`src/rtl/fft_addr_ctrl.sv`:
```
// Address/twiddle sequencer for an in-place radix-2 DIT FFT, with a drain gap after each stage.
// Optional stall counter output enabled by defining FFT_ADDR_CTRL_STALL_CNT_EN.
module fft_addr_ctrl #(
  parameter int unsigned LOG2N      = 12,
  parameter int unsigned ADDR_WIDTH = 12,
  parameter int unsigned BF_LATENCY = 4
) (
  input  logic                  clk,
  input  logic                  rst_n,
  input  logic                  start,
  input  logic                  abort,
  input  logic                  out_ready,
  output logic                  out_valid,
  output logic [ADDR_WIDTH-1:0] addr_a,
  output logic [ADDR_WIDTH-1:0] addr_b,
  output logic [LOG2N-2:0]      tw_idx,
  output logic [3:0]            stage,
  output logic                  busy,
  output logic                  done
`ifdef FFT_ADDR_CTRL_STALL_CNT_EN
  ,
  output logic [15:0]           stall_cnt
`endif
);

  localparam int unsigned BW = LOG2N - 1;
  localparam int unsigned SW = 4;
  localparam int unsigned DW = 4;
  localparam logic [BW-1:0] B_LAST = '1;
  localparam logic [SW-1:0] S_LAST = SW'(LOG2N - 1);
  localparam logic [DW-1:0] D_LAST = DW'((BF_LATENCY == 0) ? 0 : BF_LATENCY - 1);

  typedef enum logic [1:0] {IDLE, ISSUE, DRAIN, DONE} state_e;

  state_e                state_q, state_d;
  logic [SW-1:0]         s_q, s_d;
  logic [BW-1:0]         b_q, b_d;
  logic [DW-1:0]         dcnt_q, dcnt_d;
  logic                  valid_q, valid_d;
  logic [ADDR_WIDTH-1:0] a_q, a_d, bb_q, bb_d;
  logic [BW-1:0]         tw_q, tw_d;
  logic [SW-1:0]         stage_q, stage_d;
  logic                  busy_q, busy_d;
  logic                  done_q, done_d;
  logic                  accept;
  logic                  stage_end;
  logic [ADDR_WIDTH-1:0] fld_half, fld_k, fld_a;

  assign accept = valid_q & out_ready;

  always_ff @(posedge clk or negedge rst_n) begin
    if (!rst_n) begin
      state_q <= IDLE;
      s_q     <= '0;
      b_q     <= '0;
      dcnt_q  <= '0;
      valid_q <= 1'b0;
      a_q     <= '0;
      bb_q    <= '0;
      tw_q    <= '0;
      stage_q <= '0;
      busy_q  <= 1'b0;
      done_q  <= 1'b0;
    end else begin
      state_q <= state_d;
      s_q     <= s_d;
      b_q     <= b_d;
      dcnt_q  <= dcnt_d;
      valid_q <= valid_d;
      a_q     <= a_d;
      bb_q    <= bb_d;
      tw_q    <= tw_d;
      stage_q <= stage_d;
      busy_q  <= busy_d;
      done_q  <= done_d;
    end
  end

  // Next state and counters; abort overrides everything, including an accept in the same cycle.
  always_comb begin
    state_d   = state_q;
    s_d       = s_q;
    b_d       = b_q;
    dcnt_d    = dcnt_q;
    stage_end = 1'b0;
    if (abort) begin
      state_d = IDLE;
      s_d     = '0;
      b_d     = '0;
      dcnt_d  = '0;
    end else begin
      unique case (state_q)
        IDLE: begin
          if (start) begin
            state_d = ISSUE;
            s_d     = '0;
            b_d     = '0;
          end
        end
        ISSUE: begin
          if (accept) begin
            if (b_q == B_LAST) begin
              b_d = '0;
              if (BF_LATENCY == 0) begin
                stage_end = 1'b1;
              end else begin
                state_d = DRAIN;
                dcnt_d  = '0;
              end
            end else begin
              b_d = b_q + BW'(1);
            end
          end
        end
        DRAIN: begin
          if (dcnt_q == D_LAST) begin
            dcnt_d    = '0;
            stage_end = 1'b1;
          end else begin
            dcnt_d = dcnt_q + DW'(1);
          end
        end
        DONE: begin
          state_d = IDLE;
          s_d     = '0;
        end
        default: state_d = IDLE;
      endcase
      if (stage_end) begin
        if (s_q == S_LAST) begin
          state_d = DONE;
        end else begin
          state_d = ISSUE;
          s_d     = s_q + SW'(1);
        end
      end
    end
  end

  // Registered outputs derived from next-cycle counters; bit s of addr_a is always clear.
  always_comb begin
    fld_half = ADDR_WIDTH'(1) << s_d;
    fld_k    = ADDR_WIDTH'(b_d) & (fld_half - ADDR_WIDTH'(1));
    fld_a    = ((ADDR_WIDTH'(b_d) >> s_d) << (s_d + SW'(1))) | fld_k;
    valid_d  = (state_d == ISSUE);
    a_d      = valid_d ? fld_a : '0;
    bb_d     = valid_d ? (fld_a | fld_half) : '0;
    tw_d     = valid_d ? BW'(fld_k << (S_LAST - s_d)) : '0;
    stage_d  = s_d;
    busy_d   = (state_d != IDLE);
    done_d   = (state_d == DONE);
  end

  assign out_valid = valid_q;
  assign addr_a    = a_q;
  assign addr_b    = bb_q;
  assign tw_idx    = tw_q;
  assign stage     = stage_q;
  assign busy      = busy_q;
  assign done      = done_q;

`ifdef FFT_ADDR_CTRL_STALL_CNT_EN
  logic [15:0] stall_cnt_q, stall_cnt_d;

  // Saturating count of back-pressured cycles, cleared by an accepted start.
  always_comb begin
    stall_cnt_d = stall_cnt_q;
    if ((state_q == IDLE) && start && !abort) begin
      stall_cnt_d = '0;
    end else if (valid_q && !out_ready && (stall_cnt_q != 16'hFFFF)) begin
      stall_cnt_d = stall_cnt_q + 16'd1;
    end
  end

  always_ff @(posedge clk or negedge rst_n) begin
    if (!rst_n) stall_cnt_q <= '0;
    else        stall_cnt_q <= stall_cnt_d;
  end

  assign stall_cnt = stall_cnt_q;
`endif

endmodule
```
`config.mk`:
```
export PLATFORM = sky130hd
export DESIGN_NAME = fft_addr_ctrl
export DESIGN_NICKNAME = d
export VERILOG_FILES = /design/src/rtl/fft_addr_ctrl.sv
export SDC_FILE = /design/constraint.sdc
export NUM_CORES = 1
export LEC_CHECK = 0
export CAP_MARGIN = 10
export CELL_PAD_IN_SITES_DETAIL_PLACEMENT = 1
export CELL_PAD_IN_SITES_GLOBAL_PLACEMENT = 2
export CORE_AREA = 2 2 118 120
export CTS_CLUSTER_DIAMETER = 30
export DETAILED_ROUTE_END_ITERATION = 6
export DIE_AREA = 0 0 120 122
export PLACE_DENSITY = 0.91
export SLEW_MARGIN = 30
export SYNTH_ARGS = -nofsm -noshare
export SYNTH_HDL_FRONTEND = slang
export SYNTH_SLANG_ARGS = --single-unit
```
`constraint.sdc`:
```
create_clock -name clk -period 6.9 [get_ports clk]
set_input_delay 1.035 -clock clk [delete_from_list [all_inputs] [get_ports clk]]
set_output_delay 1.035 -clock clk [all_outputs]
set_load 0.01 [all_outputs]
```
* Yosys cells after proc, flatten, opt, wreduce, memory -nomap -nowiden
Cells that the tools add are included.
Widths: inputs -> output; s select.
** Word-level totals
- Register bits after elaboration :: 59
- Input port bits :: 5
- Output and inout port bits :: 42
- Word-level logic and storage cells :: 66
** Cells by class
- $add $sub $neg :: 6
- Equality and inequality tests :: 10
- Shifts and indexed selects :: 4
- Multiplexer cells :: 28
- Bitwise logic cells :: 4
- Reductions and logical operators :: 4
** Operators with widths (count)
- $mux 11 :: 5
- $mux 4 :: 8
- $mux 12 :: 2
- $or 12x12->12 :: 2
- $pmux 11 s2 :: 1
- $pmux 4 s2 :: 2
- $add 4x1->4 const B :: 3
- $and 11x12->12 :: 1
- $mux 2 :: 6
- $shl 1x4->12 const A :: 1
- $shl 12x4->11 :: 1
- $shl 12x4->12 :: 1
- $shr 11x4->12 :: 1
- $sub 12x1->12 const B :: 1
- $add 11x1->11 const B :: 1
- $eq 11x11->1 const B :: 1
- $eq 2x2->1 const B :: 3
- $ne 3x3->1 const B :: 2
- $pmux 2 s3 :: 1
- $eq 2x1->1 const B :: 2
- $eq 4x2->1 const B :: 1
- $eq 4x4->1 const B :: 1
- $sub 4x4->4 const A :: 1
- $mux 1 :: 3
- 5 further kinds :: 5

* Logic depth before layout (Yosys ltp)
- Depth in word-level cells :: 12
- Mapped depth :: 22
- Gate-level depth less buffers :: 19

* Least setup slack after synthesis
OpenSTA, ideal clock, no wires.
- Path kind :: input to register
- From :: in start
- To :: reg tw_q[10], in the netlist tw_idx[10]
- Setup time :: 94 ps
- Data arrival time :: 4445 ps
- Data required time :: 6806 ps
- Path slack :: 2361 ps
- Cell stages on the path :: 19
- Path buffers :: 4
- Cell sequence :: nor2b_1 > buf_2 > o221a_2 > nor2_4 > clkbuf_1 > clkbuf_1 > ha_1 > clkbuf_1 > nand2_1 > ha_1 > nand2b_1 > nand2_1 > a31oi_1 > o21ai_0 > a21oi_1 > a221oi_1 > a21o_1 > a2bb2oi_1 > a211oi_1
** Between the ends
- Longest elaborated chain between the ends :: 10
- Elaborated cells on any way between the ends :: 19
- Classes of those cells :: add/sub (2); eq/ne (1); shift (2); mux (13); bitwise (1)
** RTL lines
- start: declaration :: RTL line 10 : input logic start,
- $mux 4 :: RTL line 94 : if (start) begin
- $pmux 4 s2 :: RTL line 92 : unique case (state_q)
- $mux 4 :: RTL line 130 : if (s_q == S_LAST) begin
- $mux 4 :: RTL line 129 : if (stage_end) begin
- $mux 4 :: RTL line 86 : if (abort) begin
- $shl 1x4->12 :: RTL line 142 : fld_half = ADDR_WIDTH'(1) << s_d;
- $sub 12x1->12 :: RTL line 143 : fld_k = ADDR_WIDTH'(b_d) & (fld_half - ADDR_WIDTH'(1));
- $and 11x12->12 :: RTL line 143
- $shl 12x4->11 :: RTL line 148 : tw_d = valid_d ? BW'(fld_k << (S_LAST - s_d)) : '0;
- $mux 11 * :: RTL line 148
- net tw_d[10] :: RTL line 41 : logic [BW-1:0] tw_q, tw_d;
- end signal: assignment :: RTL line 72 : tw_q <= tw_d;
- end: declaration :: RTL line 41
Mark *: on every way through the listed nets, which the timed path passes. The rest lies on a longest branch.
A chain may end at the register's enable or synchronous reset.

* Worst setup path in the final report
- From :: in start
- To :: reg tw_q[8], in the netlist tw_idx[8]
Same word-level chain as after synthesis.

==> flow_summary.ini <==
[yosys]
synth_edf_count = 0
synth_xor_area_share_pct = 1.515
synth_seq_cells = 59
yosysWarningCount = 0
ys_types = 85
async_flop_share_pct = 100.0
synth-simple-area-share_pct = 25.00
synth_top_family_by_area = compound AO/OA/AOI/OAI gates
ys.flop_type = dfrtp_1
syn_nets = 582
synth.area.mux_share_pct = 2.002
avgSynthCellArea_um2 = 8.214
synth_area_mm2 = 0.004624
yosysSeqAreaShare_pct = 31.93
synth_fa_ha_area_share_pct = 3.788
syn_inst = 563
synth-compound-area-share_pct = 30.22

[die]
core_area_mm2 = 0.01350
die_w_um = 120
initial_core_util_pct = 34.24
rows = 43
pin_count = 47
die_h_um = 122
fp.dieArea_mm2 = 0.01464

[timing]
worst_slack_ns = 0.9768
rsz0062_at_grt = false
setup_viol = 0
max-slew-margin-rel_pct = 26.89
whs_ns = 0.5439
setup_tns_ns = 0
max_freq_ghz = 0.1688
final-max-slew-violation-count = 0
worst_clock_skew_ns = 0.007402
hold_viol = 0
fin_crit_sh_pct = 85.84
layout_min_cycle_time_ns = 5.923
worst_slew_pin_slew_ns = 1.097

[worst_setup_path]
regToRegStartpoint = state_q[0]
cp-end-kind = flip-flop
crit_arrival_ns = 6.13
cp_slowest_cell = nor2b_1
critPathMostFrequentCell = nand2_1
crit_path_start = start
critical_path.max_fanout = 20
critical_path_class = in2reg
start_kind = primary input
worstPathCellList = clkdlybuf4s50_1, nor2b_1, o221ai_4, nand2_1, buf_4, nand2_2, inv_2, ha_1, nand2_1, ha_1, nand2b_1, nand2_1, a31oi_1, o21ai_0, a21oi_1, a221oi_1, a21oi_1, a22oi_1, a311oi_1
slowest_delay_ns = 0.64
required_ns = 7.11

[pwr]
p_clk_share_pct = 52.4
finalPower_mw = 0.8519
swShare_pct = 23.81
intPower_mw = 0.6491
switching_power_mw = 0.2028
p_leak_nw = 2.185
vdd_drop_max_uv = 103.3
combPwrFrac_pct = 6.5
powerDensity_mw_per_mm2 = 154.9
seqPwrFrac_pct = 41.2

[detailed_routing]
wl_met3_um = 1055
drt-met1-wl_um = 7715
ant_nets = 0
dr.pass1.iters = 5
met2WireLength_um = 8291
vias = 4826
viasPerCell = 6.195
top_layer = met4
drcViolationCount = 0
wl_per_cell_um = 22.23
wirelength_um = 17320
drt_iter0_markers = 516

[clock_network]
post-cts-setup-buffers = 0
cts_buffers = 9
cts_tree = yes
cts_hold_buffers = 0
clk-insertion-delay-late_ns = 0.33
cts_root_buf = clkbuf_16
cts_resized = 0
path_clk_slew_ns = 0.06
clock-sinks = 59
cts-htree-levels = 3
clock_path_buffers = 2

[global_route]
grt_util_all_layers_pct = 24.12
grt-ovfl-total = 0
antenna_found_initial = 0
grt_pass1_wl_um = 27380
grt_max_degree = 60
grt_pass1_vias = 4784

[cells_and_area]
mostFrequentLayoutCells = nand2_1 (60), dfrtp_1 (59), nor2_1 (55), clkdlybuf4s50_1 (45), o21ai_0 (38)
fin_util_pct = 40.72
drive_gt1_share_pct = 9.516
antenna_cells = 0
num-nets-final = 614
syn_to_final_growth_pct = 18.91
final_common_cell = nand2_1
fillerInstances = 1606

[placement]
place_congestion = 0.9627
dp_worst_setup_slack_ns = 0.8687
port_buffers = 46
dp_hpwl_um = 12880

[run_status]
status = complete, no violations

[worst_hold_path]
hp-class = reg2reg
min_from = dcnt_q[0]

[job]
drv_cap = 0
[per-layer routing]
metal  global-route usage [%]  vias to the layer above
met4                    5.735                        0
met3                    4.073                       24
met2                    39.28                      171
li1                         -                     2196
met1                    33.43                     2435
met5                        0                        -
[worst max-delay path, delay by kind of cell]
kind            cells  cell delay [ns]
compound gates      8             1.81
simple gates        6             1.40
buf+inv             3             1.16
fa+ha+maj           2             0.72
[layout make-up]
cell class                 count  area [µm²]  share of cell area (%)
clock inverter                 5       53.80                  0.9784
sequential                    59        1476                   26.85
clock buffer                  10       239.0                   4.346
multi-input combinational    445        2892                   52.58
timing repair buffer          54       515.5                   9.374
tap                          180       225.2                   4.096
inverter                      26       97.59                   1.775
[registers in the layout, indices dropped and copies added (netlist names)]
name / cells
addr_a: 12
addr_b: 12
b_q: 11
tw_idx: 11
dcnt_q: 4
stage: 4
state_q: 2
busy: 1
done: 1
out_valid: 1
[power groups by stage]
stage          Sequential [mW]  Clock, mW  Combinational (mW)
2_1_floorplan            0.357          0              0.0288
3_3_place_gp             0.356          0              0.0524
3_5_place_dp             0.357          0              0.0545
4_1_cts                  0.351      0.449              0.0550
5_1_grt                  0.351      0.466              0.0596
6_report                 0.351      0.446              0.0550
[stage by stage]
step / cell area (µm²) / instances
CTS: 5499 / 779
detailed placement: 5206 / 764
global route: 5499 / 779
finish: 5499 / 779
global placement: 5206 / 764
floorplan: 4624 / 563
[final timing paths]
| path | to | cells after the start | slack, ns |
|---|---|---|---|
| max | tw_idx[8] | 19 | 0.98 |
| min | dcnt_q[0] | 1 | 0.54 |
| max reg2reg | tw_idx[8] | 20 | 1.34 |
| min reg2reg | dcnt_q[0] | 1 | 0.54 |
| max in group asynchronous | addr_a[4] | 2 | 5.54 |
| min in group asynchronous | dcnt_q[1] | 2 | 0.85 |
[synth_stat cells (10+ instances only)]
cell / number / share of area [%]
nand2_1: 60 / 4.9
dfrtp_1: 59 / 32
nor2_1: 55 / 4.5
o21ai_0: 38 / 4.1
a21oi_1: 29 / 3.1
inv_1: 21 / 1.7
a31oi_1: 20 / 2.7
clkbuf_1: 19 / 1.5
nand3_1: 19 / 2.1
nor3_1: 18 / 1.9
ha_1: 14 / 3.8
a22oi_1: 12 / 1.9
o211ai_1: 10 / 1.6
[cells by family (layout without fill, tap and decap cells)]
| group | count (synthesis) | count (layout) |
|---|---|---|
| simple gates | 221 | 221 |
| compound gates | 193 | 193 |
| flops | 59 | 59 |
| buf+inv | 59 | 95 |
| fa+ha+maj | 14 | 14 |
| mux | 9 | 9 |
| xor+xnor | 8 | 8 |
No activity file was read; power rests on OpenSTA's default activity.
